## src/rtl/bin_to_bcd_converter.sv

```systemverilog
// Sequential double-dabble binary to 4-digit BCD converter, one bit per clock.
// Optional macro LEADING_ZERO_BLANK_EN blanks leading zero digits with 4'hF.
module bin_to_bcd_converter #(
    parameter int unsigned BIN_WIDTH = 14
) (
    input  logic                 clk_i,
    input  logic                 rst_ni,
    input  logic                 start_i,
    input  logic [BIN_WIDTH-1:0] bin_i,
    output logic [3:0]           thousands_o,
    output logic [3:0]           hundreds_o,
    output logic [3:0]           tens_o,
    output logic [3:0]           units_o,
    output logic                 busy_o,
    output logic                 done_o,
    output logic                 overflow_o
);

    localparam int unsigned WW = BIN_WIDTH + 16;
    localparam int unsigned CW = $clog2(BIN_WIDTH + 1);

    typedef enum logic [1:0] {
        IDLE  = 2'd0,
        SHIFT = 2'd1,
        LATCH = 2'd2
    } state_e;

    state_e          state_q;
    logic [WW-1:0]   work_q;
    logic [WW-1:0]   work_adj;
    logic [WW-1:0]   work_d;
    logic [CW-1:0]   cnt_q;
    logic            ovf_flag_q;
    logic [15:0]     digits_q;
    logic [15:0]     bcd_d;
    logic            busy_q;
    logic            done_q;
    logic            overflow_q;
    logic            ovf_in;

    function automatic logic [3:0] add3(input logic [3:0] n);
        return (n >= 4'd5) ? n + 4'd3 : n;
    endfunction

    always_comb begin
        work_adj = work_q;
        for (int k = 0; k < 4; k++) begin
            work_adj[BIN_WIDTH + 4*k +: 4] = add3(work_q[BIN_WIDTH + 4*k +: 4]);
        end
        work_d = work_adj << 1;
    end

    // Values above 9999 only fit when bin_i has 14 bits; narrower widths fold to 0.
    assign ovf_in = (32'(bin_i) > 32'd9999);

`ifdef LEADING_ZERO_BLANK_EN
    function automatic logic [15:0] blank_lz(input logic [15:0] d);
        logic [15:0] r;
        r = d;
        if (r[15:12] == 4'h0) begin
            r[15:12] = 4'hF;
            if (r[11:8] == 4'h0) begin
                r[11:8] = 4'hF;
                if (r[7:4] == 4'h0) begin
                    r[7:4] = 4'hF;
                end
            end
        end
        return r;
    endfunction

    assign bcd_d = blank_lz(work_q[WW-1 -: 16]);
`else
    assign bcd_d = work_q[WW-1 -: 16];
`endif

    always_ff @(posedge clk_i or negedge rst_ni) begin
        if (!rst_ni) begin
            state_q    <= IDLE;
            work_q     <= '0;
            cnt_q      <= '0;
            ovf_flag_q <= 1'b0;
            digits_q   <= 16'h0;
            busy_q     <= 1'b0;
            done_q     <= 1'b0;
            overflow_q <= 1'b0;
        end else begin
            done_q <= 1'b0;
            busy_q <= (state_q != IDLE);
            unique case (state_q)
                IDLE: begin
                    if (start_i) begin
                        work_q     <= {16'h0, bin_i};
                        cnt_q      <= CW'(BIN_WIDTH);
                        ovf_flag_q <= ovf_in;
                        state_q    <= SHIFT;
                    end
                end
                SHIFT: begin
                    work_q <= work_d;
                    cnt_q  <= cnt_q - CW'(1);
                    if (cnt_q == CW'(1)) begin
                        state_q <= LATCH;
                    end
                end
                LATCH: begin
                    digits_q   <= ovf_flag_q ? 16'h9999 : bcd_d;
                    overflow_q <= ovf_flag_q;
                    done_q     <= 1'b1;
                    state_q    <= IDLE;
                end
                default: begin
                    state_q <= IDLE;
                end
            endcase
        end
    end

    assign thousands_o = digits_q[15:12];
    assign hundreds_o  = digits_q[11:8];
    assign tens_o      = digits_q[7:4];
    assign units_o     = digits_q[3:0];
    assign busy_o      = busy_q;
    assign done_o      = done_q;
    assign overflow_o  = overflow_q;

endmodule

```

## config.mk

```make
export PLATFORM = sky130hd
export DESIGN_NAME = bin_to_bcd_converter
export DESIGN_NICKNAME = d
export VERILOG_FILES = /design/src/rtl/bin_to_bcd_converter.sv
export SDC_FILE = /design/constraint.sdc
export NUM_CORES = 1
export LEC_CHECK = 0
export ABC_AREA = 1
export CAP_MARGIN = 20
export CORE_ASPECT_RATIO = 0.75
export CORE_MARGIN = 1.5
export CORE_UTILIZATION = 30
export CTS_BUF_LIST = sky130_fd_sc_hd__clkbuf_16
export CTS_CLUSTER_DIAMETER = 200
export DETAILED_ROUTE_END_ITERATION = 16
export GPL_TIMING_DRIVEN = 1
export PLACE_DENSITY = 0.52
export SLEW_MARGIN = 10
export SYNTH_ARGS = -nofsm -noshare
export SYNTH_HDL_FRONTEND = slang
export SYNTH_SLANG_ARGS = --single-unit
```

## constraint.sdc

```tcl
create_clock -name clk_i -period 1.7 [get_ports clk_i]
set_clock_uncertainty 0.05 [all_clocks]
set_input_delay 0.51 -clock clk_i [delete_from_list [all_inputs] [get_ports clk_i]]
set_output_delay 0.51 -clock clk_i [all_outputs]
set_load 0.03 [all_outputs]
```

==> impl_results.md, run 1 <==
* Status: complete, no violations
* All-Layer GR Usage at 12.89%
* Clk slew on worst S/H paths at 70 ps
* Placed inst area at 3264 um2
* Post-synthesis sequential area ratio at 51.54%
* Hold Slack at 162.0 ps
* Setup-failing EPs final at 0
* EDFF count, synth at 0
* Ranking of synthesized cells by area: dfrtp_1 52%, nand2_1 14%, nand3_1 5.7%
* Iteration count of the initial detailed-routing pass at 4
* Area of the multi-input gates at 1125 um2
* Post-layout util at 39.32%
* Dpl cells at 465
* Avg WL per Cell at 12.14 um
* Initial antenna violation count at 0
* Yosys reg bits at 56
* Worst Max-Slew Pin Slew at 332.2 ps
* Remaining Overflow, GRT at 0
* Die area at 9649 um2
* Top delay family on crit path: buffers and inverters
* H-tree Lvls at 2
* Worst path bufs/invs at 1
* Fill cell count at 908
* Post-CTS Hold Fix Bufs at 0
* DRC Markers at 0
* Routed Antenna Nets at 0
* Register Area at 1401 um2
* PD cells at 1725 nW/um2
* Global placement routability congestion at 0.7622
* Core box area at 8636 um2
* Critical Path RT at 1140 ps
* CP Launch Type: register
* Post-route insts no fill at 471
* Leak at 0.001775 uW
* Clk Latency, worst-skew pair at 290 ps
* Vias in the first global route at 2063
* CP Cell Sequence: dlygate4sd2_1
* DR vias at 2149
* Critical path fanouts, max at 2
* Final HPWL DP at 4.082 mm
* Worst slew margin at 77.94%
* Initial core utilization at 31.48%
* Ys flop type: dfrtp_1
* Post-route cell area at 3396 um2
* First DRT Iteration DRCs at 116
* Min Tclk post-route at 1619 ps
* Synth unique cells at 25
* Port Buffers at 35
* Fin crit share at 95.24%
* Max-cap violation count at 0
* Post-synth top cells: 103 x nand2_1, 56 x dfrtp_1, 31 x nand3_1
* CP Class: reg2out
* Area growth, synth to finish at 24.90%
* HP Class: in2async
* FF-to-FF Start: work_q[14]$_DFFE_PN0P_
* Setup crit start: digits_q[6]$_DFFE_PN0P_
* Post-Place Worst Slack at -81.45 ps
* Warnings from Yosys at 0
* Synthesized net count at 344
* Max rail drop VDD at 0.5426 mV
* Worst Setup End Kind: output port
* Cell taking the most area after synthesis: dfrtp_1
* Count leader, synth: nand2_1
* CTS Sinks at 56
* Vias per Instance at 4.563
* Largest net degree at the start of global routing at 57
* Yosys top cell area share at 51.54%
* Rows at 29
* Fin. max-slew vios at 0
* Die Ht at 85.45 um
* Final hold vios at 0
* Antenna cell count at 0
* Unrepaired setup endpoints after global routing: false
* Worst path max stage delay at 400 ps
* Root buf cell: clkbuf_16
* Crit-path slowest cell: dlygate4sd2_1
* Achievable Freq at 617.6 MHz
* DIE WIDTH at 112.9 um
* I/O Pins at 36
* First-pass GRT wire length at 9.984 mm
* Fin nets at 391
* Gate Count Post-Synth at 317
* CTS Buf Count at 5
* Syn avg cell area at 8.577 um2
* Final wirelength at 5.716 mm
* CP arrival at 1060 ps
* CTS tree: done
* Worst setup slack after layout at 80.89 ps
* Layout cells sized above 1 at 10.74%
* FFs w/ async S/R, synth at 100.0%
* Syn Std Cell Area at 2719 um2
* CTS max path bufs at 2
power by group:
part | switching (uW) | internal, uW
Combinational | 1560 | 946
Clock | 445 | 679
Sequential | 365 | 1860
per-stage QoR:
step	setup TNS (ps)	power [uW]
detailed placement	-341.5	4888
global placement	-117.1	4858
global route	0	6424
CTS	0	5937
finish	0	5856
floorplan	0	4039
sequential cells by signal, summed over array words and instances (netlist names):
| register | count |
|---|---|
| work_q | 30 |
| digits_q | 16 |
| cnt_q | 4 |
| state_q | 2 |
| busy_o | 1 |
| done_o | 1 |
| overflow_o | 1 |
| ovf_flag_q | 1 |
what timing repair did:
item,4_1_cts,5_1_grt
setup endpoints to repair,19,0
gates resized for setup,19,0
setup buffers,0,0
path summary, 6_finish.rpt:
check / endpoint / slack [ps] / cells past startpoint
max: tens_o[2] / 80 / 1
min: work_q[8]$_DFFE_PN0P_ / 160 / 2
max reg2reg: work_q[18]$_DFFE_PN0P_ / 330 / 7
min reg2reg: digits_q[13]$_DFFE_PN0P_ / 420 / 2
max in group asynchronous: work_q[17]$_DFFE_PN0P_ / 1180 / 2
min in group clk_i: digits_q[13]$_DFFE_PN0P_ / 420 / 2
placed cells by master (no fill, tap or decap), types with 2 or more instances in the layout:
master,netlist,final
o21ai_0,15,15
nand4_1,8,8
clkbuf_16,0,5
dlygate4sd2_1,0,19
nor2_1,20,20
buf_12,0,3
nor2_4,2,2
o21ai_2,8,8
o21bai_1,3,3
nand2_1,103,103
clkdlybuf4s50_1,0,15
inv_1,30,30
nand3_1,31,31
ha_1,10,10
inv_2,5,5
buf_4,0,8
dfrtp_1,56,56
a21oi_1,10,10
kinds of logic (layout without fill, tap and decap cells):
| logic type | after synthesis | in the layout | synth area share, % |
|---|---|---|---|
| simple gates | 167 | 167 | 26.74 |
| flops | 56 | 56 | 51.54 |
| compound gates | 42 | 42 | 10.03 |
| buf+inv | 42 | 88 | 7.087 |
| fa+ha+maj | 10 | 10 | 4.602 |
metal layers:
metal	track usage (%)	wire, um	up-vias
li1	-	-	1117
met1	18.18	2891	1005
met2	20.51	2618	22
met3	2.214	147	5
met4	3.750	58	0
met5	0	0	-
final cells by class:
class                   count  area share, %
repair buffers             46          13.01
inverters                  36          4.053
flip-flops and latches     56          41.27
clock inverters             1         0.8843
well taps                 108          3.979
clock buffers               5          3.685
multi-input cells         219          33.12
Power figures use the tool's default switching activity.
==> inputs of run 2 (changes only) <==
--- a/config.mk
+++ b/config.mk
@@ -6,15 +6,16 @@
 export NUM_CORES = 1
 export LEC_CHECK = 0
 export ABC_AREA = 1
-export CAP_MARGIN = 20
+export CAP_MARGIN = 40
 export CORE_ASPECT_RATIO = 0.75
 export CORE_MARGIN = 1.5
 export CORE_UTILIZATION = 30
 export CTS_BUF_LIST = sky130_fd_sc_hd__clkbuf_16
 export CTS_CLUSTER_DIAMETER = 200
 export DETAILED_ROUTE_END_ITERATION = 16
+export DONT_BUFFER_PORTS = 1
 export GPL_TIMING_DRIVEN = 1
-export PLACE_DENSITY = 0.52
+export PLACE_DENSITY = 0.47
 export SLEW_MARGIN = 10
 export SYNTH_ARGS = -nofsm -noshare
 export SYNTH_HDL_FRONTEND = slang
==> impl_results.md, run 2 (synthesis results as in run 1) <==
* Vias per Instance at 4.637
* CTS Sinks at 56
* Antenna cell count at 0
* Setup-failing EPs final at 0
* Iteration count of the initial detailed-routing pass at 4
* Initial antenna violation count at 0
* Die Ht at 85.45 um
* Final HPWL DP at 3.992 mm
* First-pass GRT wire length at 9.991 mm
* Fin. max-slew vios at 0
* HP Class: in2async
* I/O Pins at 36
* First DRT Iteration DRCs at 95
* CTS max path bufs at 2
* Most common cell after layout, fill and taps aside: nand2_1
* Remaining Overflow, GRT at 0
* PD cells at 1869 nW/um2
* DIE WIDTH at 112.9 um
* All-Layer GR Usage at 13.29%
* Clk Latency, worst-skew pair at 290 ps
* CTS Buf Count at 5
* Initial core utilization at 31.48%
* Largest register FFs at 30
* Unrepaired setup endpoints after global routing: false
* Failing checks: negative hold slack
* Critical path fanouts, max at 2
* Critical Path RT at 1140 ps
* CP Class: reg2out
* Layout cells sized above 1 at 9.938%
* Cts repair resizes at 0
* Post-route insts no fill at 430
* Rows at 29
* # Post-CTS Setup Buffers at 0
* Root buf cell: clkbuf_16
* Worst Max-Slew Pin Slew at 359.0 ps
* Largest net degree at the start of global routing at 57
* DRC Markers at 0
* Largest reg by FF count: work_q
* Setup TNS at 0 ps
* FF-to-FF Start: work_q[23]$_DFFE_PN0P_
* Port Buffers at 0
* Leak at 0.001525 uW
* R2R cell count at 8
* Setup crit start: digits_q[6]$_DFFE_PN0P_
* Die area at 9649 um2
* DR vias at 1994
* Top flop regs: work_q: 30 flops, digits_q: 16 flops, cnt_q: 4 flops
* CTS tree: done
* Vias in the first global route at 1939
* Worst slew margin at 76.06%
* H-tree Lvls at 2
* Max-cap violation count at 0
* Clk slew on worst S/H paths at 70 ps
* Most frequent cells in the layout: 103 x nand2_1, 56 x dfrtp_1, 31 x nand3_1, 30 x inv_1, 20 x nor2_1
* Fin crit share at 82.98%
* Reg2Reg Setup Slack at 340 ps
* CP arrival at 850 ps
* Fin nets at 348
* Achievable Freq at 708.9 MHz
* Area growth, synth to finish at 10.40%
* Dpl cells at 422
* Global placement routability congestion at 0.7843
* Final wirelength at 5.907 mm
* Routed Antenna Nets at 0
* Avg WL per Cell at 13.74 um
* Status: finished with violations
* Max rail drop VDD at 0.4548 mV
* WP depth at 0
* Final hold vios at 56
* Reg2reg end: work_q[23]$_DFFE_PN0P_
* Hold Slack at -142.7 ps
* CP endpoint: tens_o[2]
* Worst Setup End Kind: output port
* Core box area at 8636 um2
* CP Launch Type: register
* Min Tclk post-route at 1411 ps
## run 2: cell types whose count changed in the layout (fill, tap and decap cells not counted)
cell	delta
clkinvlp_4	+1
buf_4	-6
buf_12	-2
buf_2	-1
dlygate4sd2_1	-19
clkinv_2	+1
clkdlybuf4s50_1	-15
## run 2: metrics by stage
step                      instance area, um2  hold slack [ps]  utilization, %  power [uW]  setup slack [ps]
after floorplan                         2719            164.4               -        4039             503.6
after global placement                  2834            166.0           32.82        4483             372.1
after detailed placement                2834            166.1           32.82        4490             348.7
after CTS                               3002           -152.8           34.76        5687             271.6
after global routing                    3002           -162.3           34.76        6140             197.8
final                                   3002           -142.7           34.76        5611             289.3
## run 2: cell type report
type	instances	area, um2
inverters	36	137.6
well taps	108	135.1
multi-input cells	219	1125
clock inverters	3	42.54
repair buffers	3	35.03
flip-flops and latches	56	1401
clock buffers	5	125.1
fillers	902	5634
## run 2: how the worst min path moves through the flow
stage / end / slack (ps) / cells past startpoint
global placement: work_q[6]$_DFFE_PN0P_ / 170 / 0
CTS: work_q[7]$_DFFE_PN0P_ / -150 / 0
finish: work_q[5]$_DFFE_PN0P_ / -140 / 0
detailed placement: work_q[6]$_DFFE_PN0P_ / 170 / 0
global route: work_q[6]$_DFFE_PN0P_ / -160 / 0
floorplan: busy_o$_DFF_PN0_ / 160 / 0
## run 2: power by group
part	total [uW]	switching (uW)	internal, uW
registers	2520	666	1860
clock network	1170	477	693
logic	1920	1200	722
total	5610	2340	3270
## run 2: per-layer routing
layer	global-route usage (%)	part of all wire (%)
met3	3.929	4.6
met5	0	0
met2	20.29	45
met1	18.33	50
met4	3.977	0.88
==> inputs of run 3 (changes only) <==
--- a/config.mk
+++ b/config.mk
@@ -15,7 +15,7 @@
 export DETAILED_ROUTE_END_ITERATION = 16
 export DONT_BUFFER_PORTS = 1
 export GPL_TIMING_DRIVEN = 1
-export PLACE_DENSITY = 0.47
+export PLACE_DENSITY = 0.48
 export SLEW_MARGIN = 10
 export SYNTH_ARGS = -nofsm -noshare
 export SYNTH_HDL_FRONTEND = slang
==> constraint.sdc (replaced) <==
create_clock -name clk_i -period 1.2 [get_ports clk_i]
set_clock_uncertainty 0.05 [all_clocks]
set_input_delay 0.36 -clock clk_i [delete_from_list [all_inputs] [get_ports clk_i]]
set_output_delay 0.36 -clock clk_i [all_outputs]
set_load 0.03 [all_outputs]
==> impl_results.md, run 3 (synthesis results as in run 1) <==
* Status: finished with violations
* Failing checks: negative hold slack, negative setup slack
* Net Sw Frac at 41.86%
* Remaining Overflow, GRT at 0
* Port Buffers at 0
* Largest register FFs at 30
* Avg WL per Cell at 14.06 um
* Area growth, synth to finish at 35.34%
* Unrepaired setup endpoints after global routing: true
* Leak at 0.001798 uW
* Routed Antenna Nets at 0
* Achievable Freq at 795.2 MHz
* Psw at 4074 uW
* Critical Path RT at 1330 ps
* CTS Buf Count at 5
* Initial antenna violation count at 0
* Critical path fanouts, max at 3
* Fin nets at 387
* First-pass GRT wire length at 10.47 mm
* Min Tclk post-route at 1258 ps
* Iteration count of the initial detailed-routing pass at 6
* Clk Latency, worst-skew pair at 290 ps
* Post-route cell area at 3680 um2
* H-tree Lvls at 2
* CTS tree: done
* Placed inst area at 3054 um2
* All-Layer GR Usage at 13.74%
* CP Launch Type: register
* CP Class: reg2reg
* Hold Slack at -287.6 ps
* Crit-path slowest cell: dfrtp_1
* CP arrival at 1390 ps
* Final HPWL DP at 4.230 mm
* Top flop regs: work_q: 30 flops, digits_q: 16 flops, cnt_q: 4 flops
* Logic gate share of total power at 47.4%
* Global placement routability congestion at 0.7776
* Dpl cells at 448
* Worst Setup End Kind: register
* Core box area at 8636 um2
* Setup-failing EPs final at 24
* Max-cap violation count at 0
* DIE WIDTH at 112.9 um
* Post-Place Worst Slack at -91.77 ps
* Rows at 29
* Worst path max stage delay at 410 ps
* Sequential share of power at 38.0%
* Post-layout util at 42.61%
* Antenna cell count at 0
* Post-route insts no fill at 469
* CP Cell Sequence: buf_4, buf_4, o21ai_0, nand2_1, nand2_1, o21bai_1
* Layout cells sized above 1 at 40.72%
* I/O Pins at 36
* Final hold vios at 56
* CTS max path bufs at 2
* Clock share of power at 14.6%
* PD cells at 2645 nW/um2
* Max rail drop VDD at 0.8144 mV
* Worst Max-Slew Pin Slew at 265.1 ps
* Worst slew margin at 82.33%
* Fin. max-slew vios at 0
* Final wirelength at 6.593 mm
* Fill cell count at 837
* DR vias at 2196
* Reg2Reg Setup Slack at -60 ps
* Initial core utilization at 31.48%
* Die Ht at 85.45 um
* Most frequent cells in the layout: 80 x nand2_1, 36 x dfrtp_1, 28 x buf_4, 20 x inv_1, 20 x dfrtp_2
* First DRT Iteration DRCs at 90
* Fin crit share at 104.8%
* Root buf cell: clkbuf_16
* DRC Markers at 0
* Largest net degree at the start of global routing at 57
* CTS Sinks at 56
* HP Class: in2async
* Largest reg by FF count: work_q
* Die area at 9649 um2
* Vias in the first global route at 2130
* Vias per Instance at 4.682
* Internal power at 5659 uW
* Clk slew on worst S/H paths at 70 ps
* Worst setup slack after layout at -57.51 ps
* Most common cell after layout, fill and taps aside: nand2_1
## run 3: cell count changes in the layout (fill, tap and decap cells not counted), sizes merged
cell,before,now
clkbuf,5,8
inv,36,37
buf,3,39
bufinv,1,0
## run 3: repair_timing
| action | CTS | global route |
|---|---|---|
| endpoints found under the hold margin | 56 | 56 |
| buffers inserted | 5 | 5 |
| cloned | 0 | 3 |
| endpoints found under the setup margin | 54 | 60 |
| gates resized for setup | 46 | 60 |
| pin swaps | 3 | 22 |
## run 3: final timing paths
check                                       start                       to  cells past startpoint
setup / recovery           work_q[18]$_DFFE_PN0P_   work_q[22]$_DFFE_PN0P_                      6
hold reg to reg              cnt_q[3]$_DFFE_PN0P_     cnt_q[3]$_DFFE_PN0P_                      1
max in group asynchronous                  rst_ni  digits_q[7]$_DFFE_PN0P_                      0
min in group clk_i                       bin_i[7]    work_q[7]$_DFFE_PN0P_                      2
setup reg to reg           work_q[18]$_DFFE_PN0P_   work_q[22]$_DFFE_PN0P_                      6
hold / removal                             rst_ni    work_q[4]$_DFFE_PN0P_                      0
## run 3: area by class of cell
cell class | instances | area [um2] | area share, %
Clock buffer | 5 | 125.1 | 3.400
Clock inverter | 3 | 15.01 | 0.4080
Inverter | 36 | 142.6 | 3.876
Multi-Input combinational cell | 219 | 1374 | 37.33
Sequential cell | 56 | 1426 | 38.76
Tap cell | 108 | 135.1 | 3.672
Timing Repair Buffer | 42 | 461.7 | 12.55
## run 3: per-stage QoR
stage | power, uW | hold WS (ps) | TNS [ps]
finish | 9733 | -287.6 | -597.1
global route | 10540 | -310.4 | -3626
CTS | 8660 | -295.6 | -561.1
detailed placement | 6921 | 15.96 | -1071
global placement | 6889 | 16.06 | -780.0
floorplan | 5722 | 14.41 | 0
## run 3: worst max-delay path, delay by kind of cell, from the launching register on
kind / cells / cell delay, ps
buf+inv: 2 / 270
flops: 1 / 410
simple gates: 2 / 150
compound gates: 2 / 280
## run 3: layer usage
metal	global-route usage (%)	part of all wire, %	vias to the layer above	wire (um)
met5	0	0	-	0
met4	2.727	0.52	0	34
met3	3.929	3.1	2	206
met2	22.23	47	28	3130
met1	18.58	49	1051	3222
li1	-	-	1115	-
## run 3: power groups by stage
| stage | combinational (uW) | sequential, uW | clock [uW] |
|---|---|---|---|
| floorplan | 2250 | 3470 | 0 |
| global placement | 3300 | 3590 | 0 |
| detailed placement | 3330 | 3590 | 0 |
| CTS | 3560 | 3630 | 1470 |
| global route | 5190 | 3810 | 1540 |
| finish | 4620 | 3700 | 1420 |
